===== config.mk =====
export PLATFORM = sky130hd
export DESIGN_NAME = fft_cmd_seq_flat
export DESIGN_NICKNAME = d
export VERILOG_FILES = /design/src/rtl/fft_cmd_seq_pkg.sv /design/src/rtl/fft_cmd_seq_if.sv /design/src/rtl/fft_cmd_seq_funct7_rom.sv /design/src/rtl/fft_cmd_seq.sv /design/src/flat_wrapper.sv
export SDC_FILE = /design/constraint.sdc
export NUM_CORES = 1
export LEC_CHECK = 0
export ABC_AREA = 1
export CAP_MARGIN = 20
export CORE_MARGIN = 5
export CORE_UTILIZATION = 45
export DETAILED_ROUTE_END_ITERATION = 16
export PLACE_DENSITY_LB_ADDON = 0.15
export SLEW_MARGIN = 30
export SYNTH_ARGS = -nofsm -noshare
export SYNTH_HDL_FRONTEND = slang
export SYNTH_SLANG_ARGS = --single-unit

===== constraint.sdc =====
create_clock -name clk -period 3.1 [get_ports clk]
set_clock_uncertainty 0.1 [all_clocks]
set_input_delay 0.62 -clock clk [delete_from_list [all_inputs] [get_ports clk]]
set_output_delay 0.62 -clock clk [all_outputs]
set_load 0.05 [all_outputs]

===== src/rtl/fft_cmd_seq_pkg.sv =====
// Shared encodings for the FFT command sequencer: R-type opcode/funct3, every
// FFT/IFFT funct7 code, FSM state and phase types.
package fft_cmd_seq_pkg;

  localparam logic [6:0] OPCODE_FFT = 7'h33;
  localparam logic [2:0] FUNCT3_FFT = 3'h0;

  localparam logic [6:0] F7_LOAD0 = 7'h10;
  localparam logic [6:0] F7_LOAD1 = 7'h11;
  localparam logic [6:0] F7_LOAD2 = 7'h12;
  localparam logic [6:0] F7_LOAD3 = 7'h13;
  localparam logic [6:0] F7_LOAD4 = 7'h14;
  localparam logic [6:0] F7_LOAD5 = 7'h15;
  localparam logic [6:0] F7_LOAD6 = 7'h16;
  localparam logic [6:0] F7_LOAD7 = 7'h17;

  localparam logic [6:0] F7_CAL1  = 7'h18;
  localparam logic [6:0] F7_CAL2  = 7'h19;
  localparam logic [6:0] F7_CAL3  = 7'h1A;
  localparam logic [6:0] F7_ICAL1 = 7'h2C;
  localparam logic [6:0] F7_ICAL2 = 7'h2D;
  localparam logic [6:0] F7_ICAL3 = 7'h2E;

  // 7'h20 is reserved by the ALU decode, so the export codes skip it.
  localparam logic [6:0] F7_EXP0_RE = 7'h1B;
  localparam logic [6:0] F7_EXP0_IM = 7'h1C;
  localparam logic [6:0] F7_EXP1_RE = 7'h1D;
  localparam logic [6:0] F7_EXP1_IM = 7'h1E;
  localparam logic [6:0] F7_EXP2_RE = 7'h1F;
  localparam logic [6:0] F7_EXP2_IM = 7'h21;
  localparam logic [6:0] F7_EXP3_RE = 7'h22;
  localparam logic [6:0] F7_EXP3_IM = 7'h23;
  localparam logic [6:0] F7_EXP4_RE = 7'h24;
  localparam logic [6:0] F7_EXP4_IM = 7'h25;
  localparam logic [6:0] F7_EXP5_RE = 7'h26;
  localparam logic [6:0] F7_EXP5_IM = 7'h27;
  localparam logic [6:0] F7_EXP6_RE = 7'h28;
  localparam logic [6:0] F7_EXP6_IM = 7'h29;
  localparam logic [6:0] F7_EXP7_RE = 7'h2A;
  localparam logic [6:0] F7_EXP7_IM = 7'h2B;

  localparam logic [3:0] LOAD_LAST   = 4'd7;
  localparam logic [3:0] CAL_LAST    = 4'd2;
  localparam logic [3:0] EXPORT_LAST = 4'd15;

  typedef enum logic [2:0] {
    ST_IDLE,
    ST_LOAD,
    ST_CAL,
    ST_EXPORT,
    ST_DONE
  } state_t;

  typedef enum logic [1:0] {
    PH_LOAD,
    PH_CAL,
    PH_EXPORT,
    PH_NONE
  } phase_t;

  function automatic logic [31:0] rtype_word(input logic [6:0] funct7,
                                             input logic [4:0] rs2,
                                             input logic [4:0] rs1,
                                             input logic [4:0] rd);
    return {funct7, rs2, rs1, FUNCT3_FFT, rd, OPCODE_FFT};
  endfunction

endpackage


===== src/rtl/fft_cmd_seq_if.sv =====
// Command/issue bus between the FFT sequencer (slave) and its controller plus
// the downstream issue stage (master).
interface fft_cmd_seq_if;
  logic        start;
  logic        inverse;
  logic [4:0]  src_base;
  logic [4:0]  dst_base;
  logic        abort;
  logic [31:0] instr;
  logic        instr_valid;
  logic        instr_ready;
  logic        busy;
  logic        done;

  modport slave (
    input  start, inverse, src_base, dst_base, abort, instr_ready,
    output instr, instr_valid, busy, done
  );

  modport master (
    output start, inverse, src_base, dst_base, abort, instr_ready,
    input  instr, instr_valid, busy, done
  );
endinterface


===== src/rtl/fft_cmd_seq_funct7_rom.sv =====
// Combinational funct7 lookup: phase + index within phase (+ inverse for CAL).
import fft_cmd_seq_pkg::*;

module fft_funct7_rom (
  input  phase_t     i_phase,
  input  logic [3:0] i_index,
  input  logic       i_inverse,
  output logic [6:0] o_funct7
);

  always_comb begin
    o_funct7 = '0;
    case (i_phase)
      PH_LOAD: begin
        case (i_index[2:0])
          3'd0:    o_funct7 = F7_LOAD0;
          3'd1:    o_funct7 = F7_LOAD1;
          3'd2:    o_funct7 = F7_LOAD2;
          3'd3:    o_funct7 = F7_LOAD3;
          3'd4:    o_funct7 = F7_LOAD4;
          3'd5:    o_funct7 = F7_LOAD5;
          3'd6:    o_funct7 = F7_LOAD6;
          default: o_funct7 = F7_LOAD7;
        endcase
      end
      PH_CAL: begin
        case (i_index[1:0])
          2'd0:    o_funct7 = i_inverse ? F7_ICAL1 : F7_CAL1;
          2'd1:    o_funct7 = i_inverse ? F7_ICAL2 : F7_CAL2;
          2'd2:    o_funct7 = i_inverse ? F7_ICAL3 : F7_CAL3;
          default: o_funct7 = '0;
        endcase
      end
      PH_EXPORT: begin
        case (i_index)
          4'd0:    o_funct7 = F7_EXP0_RE;
          4'd1:    o_funct7 = F7_EXP0_IM;
          4'd2:    o_funct7 = F7_EXP1_RE;
          4'd3:    o_funct7 = F7_EXP1_IM;
          4'd4:    o_funct7 = F7_EXP2_RE;
          4'd5:    o_funct7 = F7_EXP2_IM;
          4'd6:    o_funct7 = F7_EXP3_RE;
          4'd7:    o_funct7 = F7_EXP3_IM;
          4'd8:    o_funct7 = F7_EXP4_RE;
          4'd9:    o_funct7 = F7_EXP4_IM;
          4'd10:   o_funct7 = F7_EXP5_RE;
          4'd11:   o_funct7 = F7_EXP5_IM;
          4'd12:   o_funct7 = F7_EXP6_RE;
          4'd13:   o_funct7 = F7_EXP6_IM;
          4'd14:   o_funct7 = F7_EXP7_RE;
          default: o_funct7 = F7_EXP7_IM;
        endcase
      end
      default: o_funct7 = '0;
    endcase
  end

endmodule


===== src/rtl/fft_cmd_seq.sv =====
// FFT command sequencer: on start, issues 8 LOAD, 3 CAL and 16 EXPORT R-type
// words over a valid/ready handshake, then pulses done.
import fft_cmd_seq_pkg::*;

module fft_cmd_seq (
  input  logic          clk,
  input  logic          rst_n,
  fft_cmd_seq_if.slave  bus
);

  state_t      r_state;
  state_t      w_state_next;
  logic [3:0]  r_index;
  logic [3:0]  w_index_next;
  logic        r_inverse;
  logic [4:0]  r_src_base;
  logic [4:0]  r_dst_base;
  logic        w_capture;
  logic        w_valid;
  logic        w_handshake;
  phase_t      w_phase;
  logic [6:0]  w_funct7;
  logic [4:0]  w_rs1;
  logic [4:0]  w_rd;

  always_ff @(posedge clk or negedge rst_n) begin
    if (!rst_n) begin
      r_state <= ST_IDLE;
      r_index <= '0;
    end else begin
      r_state <= w_state_next;
      r_index <= w_index_next;
    end
  end

  always_ff @(posedge clk or negedge rst_n) begin
    if (!rst_n) begin
      r_inverse  <= 1'b0;
      r_src_base <= '0;
      r_dst_base <= '0;
    end else if (w_capture) begin
      r_inverse  <= bus.inverse;
      r_src_base <= bus.src_base;
      r_dst_base <= bus.dst_base;
    end
  end

  assign w_valid     = (r_state == ST_LOAD) || (r_state == ST_CAL) || (r_state == ST_EXPORT);
  assign w_handshake = w_valid && bus.instr_ready;

  // Abort wins over any handshake presented in the same cycle.
  always_comb begin
    w_state_next = r_state;
    w_index_next = r_index;
    w_capture    = 1'b0;
    if ((r_state != ST_IDLE) && bus.abort) begin
      w_state_next = ST_IDLE;
      w_index_next = '0;
    end else begin
      case (r_state)
        ST_IDLE: begin
          if (bus.start) begin
            w_state_next = ST_LOAD;
            w_index_next = '0;
            w_capture    = 1'b1;
          end
        end
        ST_LOAD: begin
          if (w_handshake) begin
            if (r_index == LOAD_LAST) begin
              w_state_next = ST_CAL;
              w_index_next = '0;
            end else begin
              w_index_next = r_index + 4'd1;
            end
          end
        end
        ST_CAL: begin
          if (w_handshake) begin
            if (r_index == CAL_LAST) begin
              w_state_next = ST_EXPORT;
              w_index_next = '0;
            end else begin
              w_index_next = r_index + 4'd1;
            end
          end
        end
        ST_EXPORT: begin
          if (w_handshake) begin
            if (r_index == EXPORT_LAST) begin
              w_state_next = ST_DONE;
              w_index_next = '0;
            end else begin
              w_index_next = r_index + 4'd1;
            end
          end
        end
        ST_DONE: begin
          w_state_next = ST_IDLE;
          w_index_next = '0;
        end
        default: begin
          w_state_next = ST_IDLE;
          w_index_next = '0;
        end
      endcase
    end
  end

  always_comb begin
    w_phase = PH_NONE;
    case (r_state)
      ST_LOAD:   w_phase = PH_LOAD;
      ST_CAL:    w_phase = PH_CAL;
      ST_EXPORT: w_phase = PH_EXPORT;
      default:   w_phase = PH_NONE;
    endcase
  end

  fft_funct7_rom u_rom (
    .i_phase   (w_phase),
    .i_index   (r_index),
    .i_inverse (r_inverse),
    .o_funct7  (w_funct7)
  );

  // Register indices wrap naturally in the 5-bit adders.
  assign w_rs1 = (r_state == ST_LOAD)   ? (r_src_base + {1'b0, r_index}) : 5'd0;
  assign w_rd  = (r_state == ST_EXPORT) ? (r_dst_base + {1'b0, r_index}) : 5'd0;

  assign bus.instr       = w_valid ? rtype_word(w_funct7, 5'd0, w_rs1, w_rd) : 32'd0;
  assign bus.instr_valid = w_valid;
  assign bus.busy        = (r_state != ST_IDLE);
  assign bus.done        = (r_state == ST_DONE);

endmodule


===== src/flat_wrapper.sv =====
// flat-port wrapper written by rule: the top's interface ports become plain ports
module fft_cmd_seq_flat 
  (clk, rst_n, bus_start, bus_inverse, bus_src_base, bus_dst_base, bus_abort, bus_instr_ready, bus_instr, bus_instr_valid, bus_busy, bus_done);
  fft_cmd_seq_if bus_i ();
  input  logic clk;
  input  logic rst_n;
  input wire logic [$bits(bus_i.start)-1:0] bus_start;
  input wire logic [$bits(bus_i.inverse)-1:0] bus_inverse;
  input wire logic [$bits(bus_i.src_base)-1:0] bus_src_base;
  input wire logic [$bits(bus_i.dst_base)-1:0] bus_dst_base;
  input wire logic [$bits(bus_i.abort)-1:0] bus_abort;
  input wire logic [$bits(bus_i.instr_ready)-1:0] bus_instr_ready;
  output wire logic [$bits(bus_i.instr)-1:0] bus_instr;
  output wire logic [$bits(bus_i.instr_valid)-1:0] bus_instr_valid;
  output wire logic [$bits(bus_i.busy)-1:0] bus_busy;
  output wire logic [$bits(bus_i.done)-1:0] bus_done;
  assign bus_i.start = bus_start;
  assign bus_i.inverse = bus_inverse;
  assign bus_i.src_base = bus_src_base;
  assign bus_i.dst_base = bus_dst_base;
  assign bus_i.abort = bus_abort;
  assign bus_i.instr_ready = bus_instr_ready;
  assign bus_instr = bus_i.instr;
  assign bus_instr_valid = bus_i.instr_valid;
  assign bus_busy = bus_i.busy;
  assign bus_done = bus_i.done;
  fft_cmd_seq u_core (.clk(clk), .rst_n(rst_n), .bus(bus_i));
endmodule

==> results of run 1 <==
-- cell type report --
cell class | instances | area share
clock buffer | 4 | 0.02555
inverter | 29 | 0.05052
multi-input combinational | 170 | 0.4930
sequential | 18 | 0.2091
tap | 48 | 0.02787
timing repair buffer | 39 | 0.1940
-- kinds of logic (layout without fill, tap and decap cells) --
family          count (synthesis)  count (layout)  synth area share
compound gates                 28              28           0.08759
mux                             9               9           0.07226
xor+xnor                        4               4           0.02044
other cells                     1              12          0.002188
buf+inv                        47              72            0.1445
simple gates                  100             100            0.2774
fa+ha+maj                      17              17            0.1328
flops                          18              18            0.2628
-- synthesized netlist by cell type --
cell      number
nor2_2         1
nand4_1        3
o21ai_1        3
nor3_1         2
nand2_2        4
a22oi_1        1
inv_2          2
nor2_1        24
nand3_2        1
a21oi_1       12
o21ai_0        8
buf_4         17
ha_1          15
nor2_4         3
fa_1           2
o211ai_1       2
mux2_4         6
nand3_1       13
xnor2_1        1
xor2_1         3
inv_1         27
buf_6          1
mux2_2         3
nand2_1       44
nand3b_1       3
conb_1         1
nand2_4        1
nand3_4        1
dfrtp_1       18
a31oi_1        2
-- per-layer routing --
metal	global-route usage	routed length, um	part of all wire
met4	0.04384	24	0.0064
met3	0.01683	183	0.048
met1	0.2053	1858	0.49
met2	0.2347	1709	0.45
met5	0	0	0
-- stage by stage --
| step | setup WS [ns] | cells | hold WS [ns] |
|---|---|---|---|
| floorplan | 0.2412 | 235 | 0.2244 |
| global placement | 0.4481 | 304 | 0.4054 |
| detailed placement | 0.4181 | 304 | 0.4127 |
| CTS | 0.1192 | 308 | 0.4322 |
| global route | 0.04392 | 308 | 0.4460 |
| finish | 0.1773 | 308 | 0.4272 |
-- what timing repair did --
item / CTS / global route
endpoints found under the hold margin: 0 / 0
setup buffers: 0 / 0
endpoints found under the setup margin: 0 / 4
resized for setup: 0 / 2
-- worst max path at each step --
stage,start,end,cells past startpoint
after floorplan,u_core.r_index[0],bus_instr[11],7
after global placement,u_core.r_index[0],bus_instr[25],10
after detailed placement,u_core.r_state[2],bus_instr[15],6
after CTS,u_core.r_state[2],bus_instr[15],6
after global routing,u_core.r_index[0],bus_instr[25],10
final,u_core.r_index[1],bus_instr[19],7
-- where the power goes --
group | internal [mW] | switching (mW)
Clock | 0.113 | 0.0788
Sequential | 0.331 | 0.0956
Combinational | 0.656 | 1.15
-- registers in the layout (all words and copies together) (netlist names) --
| name | cells |
|---|---|
| u_core.r_state | 3 |
| u_core.r_index | 4 |
| u_core.r_src_base | 5 |
| u_core.r_inverse | 1 |
| u_core.r_dst_base | 5 |
==> summary.md, run 1 <==
| Metric | Value |
|---|---|
| # clock sinks | 18 |
| Netlist Area Pre-Place | 1714 um2 |
| Max-Slew Margin vs Limit | 0.4616 |
| Hold Crit Depth | 1 |
| Hold Crit Class | flop to flop |
| Initial antenna violation count | 0 |
| Tightest Pin Transition | 0.8050 ns |
| Number of global-route vias before repair | 1297 |
| R2R depth | 9 |
| Detailed-route via count | 1472 |
| Final nets | 294 |
| Total GRT Usage | 0.1462 |
| Clock transition at the registers of the reported paths | 0.07 ns |
| Post-DP HPWL | 3060 um |
| PortBufs | 38 |
| I/O pin count | 51 |
| Share of the synthesized area in the top cell type | 0.2628 |
| Top area cells in the synthesized netlist | dfrtp_1, ha_1, nand2_1 |
| Largest net degree at the start of global routing | 19 |
| Max clock buf depth | 2 |
| Worst path bufs/invs | 2 |
| Clock Latency Late Sink | 0.25 ns |
| Routability congestion estimate from global placement | 0.9568 |
| Register area share after synthesis | 0.2628 |
| # hold bufs at CTS | 0 |
| Min-delay src | u_core.r_src_base[2] |
| Layout cells sized above 1 | 0.1615 |
| Syn Area/Cell | 7.652 um2 |
| Routed WL | 3776 um |
| Slowest stage cell, crit path | dfrtp_1 |
| Root buffer cell | clkbuf_8 |
| Fin util | 0.5841 |
| RSZ-0062 raised after global routing | no |
| Area grow syn2layout | 25.69% |
| Core area | 3689 um2 |
| Leak Pwr | 1.086 nW |
| CTS buffer count | 3 |
| RR Startpoint | u_core.r_index[0] |
| Cells after Synth | 224 |
| Area of the multi-input gates | 1062 um2 |
| Hold Vio Cnt, Final | 0 |
| DRC violations left | 0 |
| R2r setup slk | 1.30 ns |
| Minimum clock period | 2.923 ns |
| Die Footprint | 5144 um2 |
| Row cnt | 22 |
| Final setup TNS | 0 ns |
| Die W | 71.72 um |
| Register bit count reported by yosys | 18 |
| CP top delay family | flip-flops |
| CTS tree | built |
| Tot Pwr | 2.427 mW |
| Finished Cell Area | 2155 um2 |
| Register Area | 450.4 um2 |
| H-tree depth | 1 |
| Final period utilization | 0.9428 |
| Antenna diode count | 0 |
| CP peak stage delay | 0.49 ns |
| Vias per cell | 4.779 |
| Crit Path Max Fanout | 8 |
| Startpoint Class | flop |
| Die H | 71.72 um |
| First DRT Iteration DRCs | 86 |
| Worst Path Arrival | 2.20 ns |
| # setup viols final | 0 |
| First-pass GRT wire length | 6120 um |
| Max_cap viols | 0 |
| Crit Path Category | flop to output pin |
| Pwr dens | 1127 nW/um2 |
| Distinct cells, synth | 30 |
| Peak VDD IR | 534.0 uV |
| Drt wl/cell | 12.26 um |
| Synth warn | 0 |
| Total grt overflow | 0 |
| Worst setup EP type | output pin |
| Hold path endpoint | u_core.r_src_base[2] |
| Commonest non-fill, non-tap cell in the layout | nand2_1 |
| Fill cells | 362 |
| Critical path cell sequence | inv_1, fa_1, o21ai_0, a21oi_1, xor2_1, nor2_1, buf_12 |
| Status | finished clean |
| Yosys top cell by area | dfrtp_1 |
| Initial Utilization | 0.4647 |
| R2r endpoint | u_core.r_state[0] |
| Placed instance area | 2092 um2 |
| Max Freq | 0.3422 GHz |
| Most frequent cells in the layout | nand2_1, inv_1, nor2_1, clkdlybuf4s50_1, dfrtp_1 |
| Critical Path RT | 2.38 ns |
| Total iterations of the first detailed-routing run | 4 |
| Max Slew Vio Count | 0 |
| DRT antenna net count | 0 |
Power figures use the tool's default switching activity.
==> run 2: changes to the inputs <==
- TNS_END_PERCENT: default -> 20
==> results of run 2 <==
Final layout, timing and power as in run 1 (identical DEF).
